File: config.mk
export PLATFORM = sky130hd
export DESIGN_NAME = kb_host_flat
export DESIGN_NICKNAME = d
export VERILOG_FILES = /design/src/rtl/kb_pkg.sv /design/src/rtl/kb_host_if.sv /design/src/rtl/kb_fifo.sv /design/src/rtl/kb_host.sv /design/src/flat_wrapper.sv
export SDC_FILE = /design/constraint.sdc
export NUM_CORES = 1
export LEC_CHECK = 0
export BUFFER_PORTS_ARGS = -buffer_cell sky130_fd_sc_hd__buf_2
export CORE_MARGIN = 2
export CORE_UTILIZATION = 60
export DETAILED_ROUTE_END_ITERATION = 8
export PLACE_DENSITY = 0.82
export SETUP_SLACK_MARGIN = 0.15
export SLEW_MARGIN = 20
export SYNTH_ARGS = -nofsm -noshare
export SYNTH_HDL_FRONTEND = slang
export SYNTH_SLANG_ARGS = --single-unit
File: constraint.sdc
create_clock -name clock -period 3.3 [get_ports clock]
set_clock_uncertainty 0.2 [all_clocks]
set_input_delay 0.33 -clock clock [delete_from_list [all_inputs] [get_ports clock]]
set_output_delay 0.33 -clock clock [all_outputs]
set_load 0.02 [all_outputs]
File: src/rtl/kb_pkg.sv
// Shared constants and types for the PS/2 keyboard host-side block.
package kb_pkg;

  localparam logic [7:0] KbAck      = 8'hFA;
  localparam logic [7:0] KbResend   = 8'hFE;
  localparam logic [7:0] KbCmdLed   = 8'hED;
  localparam logic [7:0] KbCmdReset = 8'hFF;

  typedef enum logic [1:0] {
    StIdle,
    StSend,
    StGap,
    StWait
  } kb_state_e;

endpackage

File: src/rtl/kb_host_if.sv
// Bundle between kb_host and its environment (PS/2 controller side and CPU side).
interface kb_host_if #(
  parameter int unsigned DepthLog2 = 4
);
  logic                 kdone;
  logic [7:0]           ascii;
  logic                 hit;
  logic [7:0]           kbd;
  logic                 err;
  logic                 ready;
  logic                 cmd;
  logic [7:0]           dat;
  logic                 rd_pop;
  logic [7:0]           rd_data;
  logic                 rd_empty;
  logic [DepthLog2:0]   count;
  logic                 overflow;
  logic                 ovf_clr;
  logic                 cpu_cmd_we;
  logic [7:0]           cpu_cmd_dat;
  logic                 cmd_busy;
  logic                 cmd_ok;
  logic                 cmd_fail;

  modport master (
    output kdone, ascii, hit, kbd, err, ready, rd_pop, ovf_clr, cpu_cmd_we, cpu_cmd_dat,
    input  cmd, dat, rd_data, rd_empty, count, overflow, cmd_busy, cmd_ok, cmd_fail
  );

  modport slave (
    input  kdone, ascii, hit, kbd, err, ready, rd_pop, ovf_clr, cpu_cmd_we, cpu_cmd_dat,
    output cmd, dat, rd_data, rd_empty, count, overflow, cmd_busy, cmd_ok, cmd_fail
  );

endinterface

File: src/rtl/kb_fifo.sv
// Synchronous show-ahead FIFO with occupancy count and sticky overflow flag.
module kb_fifo #(
  parameter int unsigned DepthLog2 = 4,
  parameter int unsigned Width     = 8
) (
  input  logic                 clock,
  input  logic                 reset_n,
  input  logic                 push,
  input  logic [Width-1:0]     wdata,
  input  logic                 pop,
  output logic [Width-1:0]     rdata,
  output logic                 empty,
  output logic [DepthLog2:0]   count,
  input  logic                 ovf_clr,
  output logic                 overflow
);

  localparam int unsigned Depth = 2 ** DepthLog2;

  logic [Width-1:0]     mem_q [Depth];
  logic [DepthLog2-1:0] wr_ptr_q, rd_ptr_q;
  logic [DepthLog2:0]   count_q, count_d;
  logic                 overflow_q, overflow_d;
  logic                 full, do_push, do_pop;

  assign empty   = (count_q == '0);
  assign full    = (count_q == (DepthLog2 + 1)'(Depth));
  assign do_pop  = pop && !empty;
  // A pop frees the head slot in the same cycle, so a full FIFO can still accept.
  assign do_push = push && (!full || do_pop);

  always_comb begin
    count_d    = count_q;
    overflow_d = overflow_q;
    if (do_push && !do_pop) begin
      count_d = count_q + (DepthLog2 + 1)'(1);
    end else if (!do_push && do_pop) begin
      count_d = count_q - (DepthLog2 + 1)'(1);
    end
    if (push && !do_push) begin
      overflow_d = 1'b1;
    end else if (ovf_clr) begin
      overflow_d = 1'b0;
    end
  end

  always_ff @(posedge clock) begin
    if (!reset_n) begin
      wr_ptr_q   <= '0;
      rd_ptr_q   <= '0;
      count_q    <= '0;
      overflow_q <= 1'b0;
    end else begin
      count_q    <= count_d;
      overflow_q <= overflow_d;
      if (do_push) wr_ptr_q <= wr_ptr_q + DepthLog2'(1);
      if (do_pop)  rd_ptr_q <= rd_ptr_q + DepthLog2'(1);
    end
  end

  always_ff @(posedge clock) begin
    if (do_push) mem_q[wr_ptr_q] <= wdata;
  end

  assign rdata    = mem_q[rd_ptr_q];
  assign count    = count_q;
  assign overflow = overflow_q;

endmodule

File: src/rtl/kb_host.sv
// CPU-side keyboard host: keystroke FIFO plus host-to-keyboard command sequencer.
module kb_host
  import kb_pkg::*;
#(
  parameter int unsigned DepthLog2  = 4,
  parameter int unsigned AckTimeout = 250000,
  parameter int unsigned Retries    = 3
) (
  input logic       clock,
  input logic       reset_n,
  kb_host_if.slave  bus
);

  localparam int unsigned TimerW = $clog2(AckTimeout + 1);
  localparam int unsigned TriesW = $clog2(Retries + 2);

  kb_state_e         state_q, state_d;
  logic [7:0]        byte_q, byte_d;
  logic [TriesW-1:0] tries_q, tries_d;
  logic [TimerW-1:0] timer_q, timer_d;
  logic              cmd_q, cmd_d;
  logic [7:0]        dat_q, dat_d;
  logic              ok_q, ok_d;
  logic              fail_q, fail_d;
  logic              err_q;
  logic              ack, nak;

  kb_fifo #(
    .DepthLog2 (DepthLog2),
    .Width     (8)
  ) u_fifo (
    .clock    (clock),
    .reset_n  (reset_n),
    .push     (bus.kdone),
    .wdata    (bus.ascii),
    .pop      (bus.rd_pop),
    .rdata    (bus.rd_data),
    .empty    (bus.rd_empty),
    .count    (bus.count),
    .ovf_clr  (bus.ovf_clr),
    .overflow (bus.overflow)
  );

  assign ack = bus.hit && (bus.kbd == KbAck);
  assign nak = (bus.hit && (bus.kbd == KbResend)) || (bus.err && !err_q);

  always_comb begin
    state_d = state_q;
    byte_d  = byte_q;
    tries_d = tries_q;
    timer_d = timer_q;
    cmd_d   = 1'b0;
    dat_d   = dat_q;
    ok_d    = ok_q;
    fail_d  = fail_q;
    unique case (state_q)
      StIdle: begin
        if (bus.cpu_cmd_we) begin
          byte_d  = bus.cpu_cmd_dat;
          tries_d = '0;
          ok_d    = 1'b0;
          fail_d  = 1'b0;
          state_d = StSend;
        end
      end
      StSend: begin
        if (bus.ready) begin
          cmd_d   = 1'b1;
          dat_d   = byte_q;
          timer_d = '0;
          state_d = StGap;
        end
      end
      // Timer counts from the cmd pulse, so the GAP cycle is included in the timeout.
      StGap: begin
        timer_d = timer_q + TimerW'(1);
        state_d = StWait;
      end
      StWait: begin
        timer_d = timer_q + TimerW'(1);
        if (ack) begin
          ok_d    = 1'b1;
          state_d = StIdle;
        end else if (nak) begin
          if (tries_q < TriesW'(Retries)) begin
            tries_d = tries_q + TriesW'(1);
            state_d = StSend;
          end else begin
            fail_d  = 1'b1;
            state_d = StIdle;
          end
        end else if (timer_q == TimerW'(AckTimeout - 1)) begin
          fail_d  = 1'b1;
          state_d = StIdle;
        end
      end
      default: state_d = StIdle;
    endcase
  end

  always_ff @(posedge clock) begin
    if (!reset_n) begin
      state_q <= StIdle;
      byte_q  <= '0;
      tries_q <= '0;
      timer_q <= '0;
      cmd_q   <= 1'b0;
      dat_q   <= '0;
      ok_q    <= 1'b0;
      fail_q  <= 1'b0;
      err_q   <= 1'b0;
    end else begin
      state_q <= state_d;
      byte_q  <= byte_d;
      tries_q <= tries_d;
      timer_q <= timer_d;
      cmd_q   <= cmd_d;
      dat_q   <= dat_d;
      ok_q    <= ok_d;
      fail_q  <= fail_d;
      err_q   <= bus.err;
    end
  end

  assign bus.cmd      = cmd_q;
  assign bus.dat      = dat_q;
  assign bus.cmd_busy = (state_q != StIdle);
  assign bus.cmd_ok   = ok_q;
  assign bus.cmd_fail = fail_q;

endmodule

File: src/flat_wrapper.sv
// flat-port wrapper written by rule: the top's interface ports become plain ports
module kb_host_flat import kb_pkg::*;
#(
  parameter int unsigned DepthLog2  = 4,
  parameter int unsigned AckTimeout = 250000,
  parameter int unsigned Retries    = 3
)
  (clock, reset_n, bus_kdone, bus_ascii, bus_hit, bus_kbd, bus_err, bus_ready, bus_rd_pop, bus_ovf_clr, bus_cpu_cmd_we, bus_cpu_cmd_dat, bus_cmd, bus_dat, bus_rd_data, bus_rd_empty, bus_count, bus_overflow, bus_cmd_busy, bus_cmd_ok, bus_cmd_fail);
  kb_host_if #(.DepthLog2(DepthLog2)) bus_i ();
  input logic clock;
  input logic reset_n;
  input wire logic [$bits(bus_i.kdone)-1:0] bus_kdone;
  input wire logic [$bits(bus_i.ascii)-1:0] bus_ascii;
  input wire logic [$bits(bus_i.hit)-1:0] bus_hit;
  input wire logic [$bits(bus_i.kbd)-1:0] bus_kbd;
  input wire logic [$bits(bus_i.err)-1:0] bus_err;
  input wire logic [$bits(bus_i.ready)-1:0] bus_ready;
  input wire logic [$bits(bus_i.rd_pop)-1:0] bus_rd_pop;
  input wire logic [$bits(bus_i.ovf_clr)-1:0] bus_ovf_clr;
  input wire logic [$bits(bus_i.cpu_cmd_we)-1:0] bus_cpu_cmd_we;
  input wire logic [$bits(bus_i.cpu_cmd_dat)-1:0] bus_cpu_cmd_dat;
  output wire logic [$bits(bus_i.cmd)-1:0] bus_cmd;
  output wire logic [$bits(bus_i.dat)-1:0] bus_dat;
  output wire logic [$bits(bus_i.rd_data)-1:0] bus_rd_data;
  output wire logic [$bits(bus_i.rd_empty)-1:0] bus_rd_empty;
  output wire logic [$bits(bus_i.count)-1:0] bus_count;
  output wire logic [$bits(bus_i.overflow)-1:0] bus_overflow;
  output wire logic [$bits(bus_i.cmd_busy)-1:0] bus_cmd_busy;
  output wire logic [$bits(bus_i.cmd_ok)-1:0] bus_cmd_ok;
  output wire logic [$bits(bus_i.cmd_fail)-1:0] bus_cmd_fail;
  assign bus_i.kdone = bus_kdone;
  assign bus_i.ascii = bus_ascii;
  assign bus_i.hit = bus_hit;
  assign bus_i.kbd = bus_kbd;
  assign bus_i.err = bus_err;
  assign bus_i.ready = bus_ready;
  assign bus_i.rd_pop = bus_rd_pop;
  assign bus_i.ovf_clr = bus_ovf_clr;
  assign bus_i.cpu_cmd_we = bus_cpu_cmd_we;
  assign bus_i.cpu_cmd_dat = bus_cpu_cmd_dat;
  assign bus_cmd = bus_i.cmd;
  assign bus_dat = bus_i.dat;
  assign bus_rd_data = bus_i.rd_data;
  assign bus_rd_empty = bus_i.rd_empty;
  assign bus_count = bus_i.count;
  assign bus_overflow = bus_i.overflow;
  assign bus_cmd_busy = bus_i.cmd_busy;
  assign bus_cmd_ok = bus_i.cmd_ok;
  assign bus_cmd_fail = bus_i.cmd_fail;
  kb_host #(.DepthLog2(DepthLog2), .AckTimeout(AckTimeout), .Retries(Retries)) u_core (.clock(clock), .reset_n(reset_n), .bus(bus_i));
endmodule
==> flow_summary.ini, run 1 <==
[outcome]
outcome = finished, final reports clean

[logic_synthesis]
synth.net_count = 579
synth_cells = 528
synth_simple_gate_area_share = 0.105
yosysTopAreaCell = edfxtp_1
synth_mux_area_frac = 0.129
synth_top_family_by_area = multiplexers
syn-cell-area_mm2 = 0.00786
syn_avg_cell_area_um2 = 14.9
synthAdderAreaFrac = 0.0296
synth-warning-count = 0
synth_seq_cells = 189
synth_edf_count = 128
ys.flop_type = edfxtp_1
synth_top_area_frac = 0.489
synthArstFlopShare = 0
synth.top_cells.by_area = edfxtp_1, dfxtp_1, mux4_1
yosys.area_share.xor_xnor = 0.0290
synthDistinctLibCells = 45
synth_compound_area_frac = 0.0375
seq_area_frac_synth = 0.644

[worst_setup_path]
timing.critical_path.from = u_core.u_fifo.count[2]
cpPeakStageDelay_ns = 0.56
cp-endpoint = u_core.u_fifo.count[4]
setup.worst_path.class = reg2reg
path_cells = or4_4 -> o21a_4 -> inv_1 -> ha_2 -> inv_2 -> ha_4 -> nor2b_1 -> o21a_1 -> or3_1 -> a21oi_2 -> mux2i_1
startpoint_type = flip-flop
critical_path.max_fanout = 5
worstReg2RegStart = u_core.u_fifo.count[2]
cp_num_buf_inv = 2
timing.rr.end = u_core.u_fifo.count[4]
crit_arrival_ns = 3.14
cp-end-kind = flip-flop
r2r_slack_ns = 0.32
crit_family = simple AND/OR/NAND/NOR gates
reg2reg_depth = 11
crit_cells = 11
crit_slowest_cell = or4_4
crit_required_ns = 3.46

[final_layout]
antennaDiodeCount = 0
finish.instance_area_mm2 = 0.00904
area_growth_pct = 15.0
postLayoutCoreUtil = 0.711
drive_gt1_frac = 0.204
fillers = 814
fin_nets = 657

[sta]
worst_slack_ns = 0.317
fin_hold_ws_ns = 0.0669
hold_violations = 0
slew_headroom = 0.292
setup_viol = 0
tightest_slew_ns = 1.06
setup-tns-final_ns = 0
timing.fmax_mhz = 335
slew_viol_final = 0
min_period_ns = 2.98
min_period_over_period = 0.904
rsz0062_at_grt = no

[clock_tree]
cts_tree = built
numCtsBuffers = 17
insertion_delay_ns = 0.42
cts-root-buf = clkbuf_16
clk_pin_slew_ns = 0.06
h-tree-depth = 4
post_cts_buffers = 0
numClockSinks = 189
cts_buffer_depth = 2

[place]
gpl.final_weighted_congestion = 0.842
place_area_mm2 = 0.00833
hpwl_mm = 10.4
place_ws_ns = 0.130
io_buffer_count = 59

[detailed_routing]
wl_mm = 16.3
wl_per_cell_um = 20.7
via_count = 4762
vias_per_cell = 6.04
first_iter_violations = 481
first_pass_iters = 5
drtAntennaViolNets = 0
route.detailed.drc = 0

[grt]
grt_start_max_net_pins = 39
overflow = 0
grt_pass1_wl_mm = 25.5
grt_antenna_before_repair = 0
grt_pass1_vias = 4786
grt_use_total = 0.242

[power]
ir_drop_mv = 0.444
p_leak_nw = 3.17
power_per_cell_area_mw_per_mm2 = 706

[job]
maxCapViolCount = 0

[floorplan]
dieHeight_um = 118
coreArea_mm2 = 0.0127
initial_core_util = 0.618
die_w_um = 118
num_io_pins = 60
die_area_mm2 = 0.0140
rows = 41

[min_path]
hp-class = in2reg
worst min-delay path by stage:
| stage | start | to | slack [ns] | cells past startpoint |
|---|---|---|---|---|
| after floorplan | bus_ascii[0] | u_core.u_fifo.mem_q[0][0] | 0.23 | 0 |
| after global placement | u_core.bus.dat[5] | u_core.bus.dat[5] | 0.24 | 2 |
| after detailed placement | u_core.byte_q[4] | u_core.byte_q[4] | 0.25 | 2 |
| after CTS | reset_n | u_core.u_fifo.count[4] | 0.05 | 3 |
| after global routing | bus_ready | u_core.bus.dat[4] | 0.07 | 3 |
| final | reset_n | u_core.u_fifo.count[4] | 0.07 | 3 |
cell families (layout without fill, tap and decap cells):
| family | after synthesis | count (layout) |
|---|---|---|
| buffers and inverters | 37 | 126 |
| adder cells (fa/ha/maj) | 18 | 18 |
| AO/OA/AOI/OAI | 49 | 49 |
| AND/OR/NAND/NOR | 167 | 167 |
| flip-flops | 189 | 189 |
| XOR/XNOR | 26 | 26 |
| multiplexers | 42 | 42 |
sequential cells by signal (all words and copies together) (netlist names), named ones only:
register and cells:
u_core.timer_q 18, u_core.u_fifo.wr_ptr_q 4, u_core.u_fifo.overflow 1, u_core.state_q 2
u_core.bus.cmd_ok 1, u_core.bus.cmd_fail 1, u_core.u_fifo.mem_q 128, u_core.byte_q 8
u_core.err_q 1, u_core.tries_q 3, u_core.u_fifo.rd_ptr_q 4, u_core.bus.cmd 1
u_core.u_fifo.count 5, u_core.bus.dat 8
area by class of cell:
| type | count | area, um^2 | share of cell area |
|---|---|---|---|
| sequential | 189 | 5070 | 0.560 |
| multi-input combinational | 302 | 2620 | 0.290 |
| timing repair buffer | 83 | 515 | 0.0570 |
| clock buffer | 17 | 425 | 0.0471 |
| tap | 172 | 215 | 0.0238 |
| clock inverter | 13 | 149 | 0.0165 |
| inverter | 13 | 48.8 | 0.00540 |
worst reg2reg max path, cell delays in order (launching register included):
cell and delay, ns:
dfxtp_2 0.37, or4_4 0.56, o21a_4 0.24, inv_1 0.08, ha_2 0.21, inv_2 0.08
ha_4 0.22, nor2b_1 0.13, o21a_1 0.17, or3_1 0.32, a21oi_2 0.16, mux2i_1 0.18
per-layer routing:
metal	global-route usage	wire, um	vias to the layer above	share of wire
li1	-	-	2157	-
met1	0.307	6460	2373	0.40
met2	0.423	8550	201	0.52
met3	0.0478	1010	31	0.062
met4	0.0751	304	0	0.019
met5	0	0	-	0
timing repair:
action                                  CTS  global route
pin swaps                                 0             1
endpoints found under the setup margin    1             1
gates resized for setup                   2             4
hold endpoints to repair                 10             0
hold buffers                             11             0
cell usage in the layout, fill, tap and decap left out, types with 2 or more instances in the layout:
cell           Yosys  routed
nand3_1           16      16
nor4_4             2       2
and4_1             3       3
and2_1             3       3
nand2_1           48      48
a211oi_1           3       3
a31oi_1            4       4
inv_1             13      11
bufinv_16          0       3
nor2b_1            7       7
mux4_1            24      24
o21ai_0            5       5
dfxtp_1           61      59
inv_6              0       2
clkbuf_16          0      17
nor3_1            11      11
buf_4              0      12
nor2_1            53      53
nand4b_1           2       2
mux2i_1            2       2
buf_2              4      59
dlygate4sd3_1      0      11
ha_1              17      15
xnor2_1            5       5
dfxtp_2            0       2
edfxtp_1         128     128
clkinv_1           0       5
mux4_2            16      16
xor2_1            21      21
nand3b_1           2       2
nand4_1           10      10
a21oi_1           30      29
nand2b_1           2       2
nor4b_1            2       2
synth_stat cells (2+ instances only):
| master | count |
|---|---|
| nand3_1 | 16 |
| o21ai_0 | 5 |
| and2_1 | 3 |
| inv_1 | 13 |
| clkbuf_1 | 8 |
| nor4_4 | 2 |
| nand3b_1 | 2 |
| nand2_1 | 48 |
| a21oi_1 | 30 |
| nand4_1 | 10 |
| buf_8 | 2 |
| and4_1 | 3 |
| xnor2_1 | 5 |
| a211oi_1 | 3 |
| buf_1 | 6 |
| buf_2 | 4 |
| nor2_1 | 53 |
| mux4_1 | 24 |
| xor2_1 | 21 |
| edfxtp_1 | 128 |
| nand4b_1 | 2 |
| mux4_2 | 16 |
| nand2b_1 | 2 |
| nor3_1 | 11 |
| a31oi_1 | 4 |
| o21a_1 | 2 |
| buf_6 | 3 |
| dfxtp_1 | 61 |
| nor2b_1 | 7 |
| mux2i_1 | 2 |
| nor4b_1 | 2 |
| ha_1 | 17 |
metrics by stage:
| stage | std cells | power, W |
|---|---|---|
| 2_1_floorplan | 528 | 0.00400 |
| 3_3_place_gp | 748 | 0.00431 |
| 3_5_place_dp | 748 | 0.00437 |
| 4_1_cts | 789 | 0.00638 |
| 5_1_grt | 789 | 0.00664 |
| 6_report | 789 | 0.00639 |
power by group:
group	switching [W]	internal (W)
clock	0.000831	0.00117
combinational	0.000915	0.000712
sequential	0.0000964	0.00266
Note: power is estimated with default switching activity, not from simulation.
==> inputs of run 2 (changes only) <==
--- a/config.mk
+++ b/config.mk
@@ -5,11 +5,12 @@
 export SDC_FILE = /design/constraint.sdc
 export NUM_CORES = 1
 export LEC_CHECK = 0
-export BUFFER_PORTS_ARGS = -buffer_cell sky130_fd_sc_hd__buf_2
+export ABC_AREA = 1
+export BUFFER_PORTS_ARGS = -buffer_cell sky130_fd_sc_hd__buf_4
 export CORE_MARGIN = 2
 export CORE_UTILIZATION = 60
 export DETAILED_ROUTE_END_ITERATION = 8
-export PLACE_DENSITY = 0.82
+export PLACE_DENSITY = 0.81
 export SETUP_SLACK_MARGIN = 0.15
 export SLEW_MARGIN = 20
 export SYNTH_ARGS = -nofsm -noshare
==> run 2 against run 1 <==
Compared with the run above:
- via count increased by 25%
- non-clock buffer count unchanged
- critical path depth decreased by 5
- clock power decreased by 7%
- fmax increased by 3.2%
- highest routed layer unchanged
- register-to-register slack improved by 0.26 ns
- utilization increased by 0.15 points
- global-route usage increased by 0.89 points
- combinational power increased by 16%
==> flow_summary.ini, run 2 <==
[min_path]
hold_depth = 1
hp-class = in2reg
min_from = bus_ascii[0]
holdPathEnd = u_core.u_fifo.mem_q[12][0]

[sta]
slew_viol_final = 0
setup-tns-final_ns = 0
rsz0062_at_grt = no
setup_viol = 0
min_period_ns = 2.89
hold_violations = 0
min_period_over_period = 0.875
tightest_slew_ns = 0.832
slew_headroom = 0.444
timing.fmax_mhz = 346

[final_layout]
multiInputGateArea_mm2 = 0.00270
top_register = u_core.u_fifo.mem_q
antennaDiodeCount = 0
final_cell_mix = edfxtp_1, inv_1, nand2_1, nor2_1, o21ai_0
fillers = 938
fin_nets = 923
seq_area_mm2 = 0.00507
finalNonFillerCells = 1061
largest_reg_flops = 128
mostFrequentLayoutCell = edfxtp_1
drive_gt1_frac = 0.141
area_growth_pct = 15.0
top_regs = u_core.u_fifo.mem_q: 128 flops, u_core.timer_q: 18 flops

[clock_tree]
clk_pin_slew_ns = 0.07
cts-root-buf = clkbuf_16
insertion_delay_ns = 0.43
h-tree-depth = 4
numCtsBuffers = 17
post_cts_buffers = 0
cts_buffer_depth = 2
cts_tree = built
holdBufCountCts = 11
cts_resized = 0
numClockSinks = 189

[detailed_routing]
route.detailed.drc = 0
wl_per_cell_um = 16.8
vias_per_cell = 5.63
via_count = 5975
first_iter_violations = 459
first_pass_iters = 6
drtAntennaViolNets = 0
wl_mm = 17.8

[place]
gpl.final_weighted_congestion = 0.858
dp_cells = 1018
io_buffer_count = 59
hpwl_mm = 11.7

[outcome]
outcome = finished, final reports clean

[logic_synthesis]
synth.top_cells.by_area = edfxtp_1, dfxtp_1, o21ai_0
synth_edf_count = 128
yosysTopAreaCell = edfxtp_1
synth_commonest_cells = edfxtp_1, inv_1, nand2_1, nor2_1, o21ai_0
synth.net_count = 850
synth_seq_cells = 189
synthArstFlopShare = 0
synthDistinctLibCells = 35
synth_top_area_frac = 0.463
syn-cell-area_mm2 = 0.00830
synth-warning-count = 0
synth_most_common_cell = edfxtp_1
seq_area_frac_synth = 0.610
ys.flop_type = edfxtp_1
synth_cells = 799
syn_avg_cell_area_um2 = 10.4

[floorplan]
initial_core_util = 0.619
die_w_um = 122
num_io_pins = 60
rows = 42
die_area_mm2 = 0.0148
coreArea_mm2 = 0.0134
dieHeight_um = 122

[power]
p_comb_frac = 0.284
power_per_cell_area_mw_per_mm2 = 699
intPower_w = 0.00444
p_leak_nw = 3.60
sequentialPowerShare = 0.435
ir_drop_mv = 0.477
pwr-share-clk = 0.281
swShare = 0.335
p_switching_w = 0.00223

[grt]
grt_pass1_wl_mm = 28.3
overflow = 0
grt_use_total = 0.251
grt_antenna_before_repair = 0
grt_start_max_net_pins = 57
grt_pass1_vias = 5841

[worst_setup_path]
startpoint_type = flip-flop
setup.worst_path.class = reg2out
timing.rr.end = u_core.u_fifo.count[4]
r2r_slack_ns = 0.58
cp-end-kind = output port
crit_arrival_ns = 2.36
reg2reg_depth = 13
crit_required_ns = 2.77
worstReg2RegStart = u_core.u_fifo.count[1]
critical_path.max_fanout = 56

[job]
maxCapViolCount = 0
## run 2: critical path, cell delays in order (launching register included)
cell	delay [ns]
dfxtp_4	0.76
buf_4	0.30
mux2i_1	0.21
o211ai_1	0.11
o211ai_1	0.20
nand2_1	0.15
buf_4	0.19
## run 2: final cells by class
| type | instances | share of cell area |
|---|---|---|
| clock inverter | 13 | 0.0106 |
| timing repair buffer | 83 | 0.0682 |
| tap | 176 | 0.0231 |
| clock buffer | 19 | 0.0454 |
| multi-input combinational | 483 | 0.283 |
| sequential | 189 | 0.531 |
| inverter | 98 | 0.0385 |
## run 2: metal layers
metal | vias to the layer above | global-route usage | wire length, um
met1 | 2856 | 0.314 | 7540
met2 | 192 | 0.431 | 8900
met5 | - | 0 | 0
li1 | 2901 | - | -
met4 | 0 | 0.0898 | 337
met3 | 26 | 0.0590 | 1020
## run 2: power by group through the flow
stage	logic [W]	registers, W	clock network, W
5_1_grt	0.00209	0.00293	0.00198
3_5_place_dp	0.00186	0.00295	0
2_1_floorplan	0.00130	0.00291	0
3_3_place_gp	0.00178	0.00293	0
4_1_cts	0.00189	0.00290	0.00189
6_report	0.00189	0.00290	0.00187
## run 2: metrics by stage
| step | hold slack [ns] | worst slack [ns] | instance area, um^2 | utilization | power [W] |
|---|---|---|---|---|---|
| final | 0.0147 | 0.411 | 9540 | 0.712 | 0.00667 |
| after global routing | 0.0109 | 0.279 | 9540 | 0.712 | 0.00700 |
| after CTS | 0.00375 | 0.393 | 9540 | 0.712 | 0.00667 |
| after detailed placement | 0.247 | 0.609 | 8900 | 0.664 | 0.00480 |
| after global placement | 0.242 | 0.749 | 8900 | 0.664 | 0.00471 |
| after floorplan | 0.223 | 0.793 | 8300 | - | 0.00421 |
## run 2: cell families after synthesis
group | after synthesis | share of synthesized area
AO/OA/AOI/OAI | 181 | 0.120
XOR/XNOR | 4 | 0.00422
adder cells (fa/ha/maj) | 18 | 0.0280
buffers and inverters | 127 | 0.0642
flip-flops | 189 | 0.610
multiplexers | 32 | 0.0386
AND/OR/NAND/NOR | 248 | 0.134
## run 2: worst max path at each step
stage / start / depth (start not counted) / slack [ns] / endpoint
2_1_floorplan: u_core.u_fifo.count[1] / 13 / 0.79 / u_core.u_fifo.count[4]
3_3_place_gp: u_core.u_fifo.count[1] / 13 / 0.75 / u_core.u_fifo.count[4]
3_5_place_dp: u_core.u_fifo.count[1] / 13 / 0.61 / u_core.u_fifo.count[4]
4_1_cts: flip-flop / 6 / 0.39 / bus_rd_data[5]
5_1_grt: flip-flop / 6 / 0.28 / bus_rd_data[5]
6_report: flip-flop / 6 / 0.41 / bus_rd_data[5]
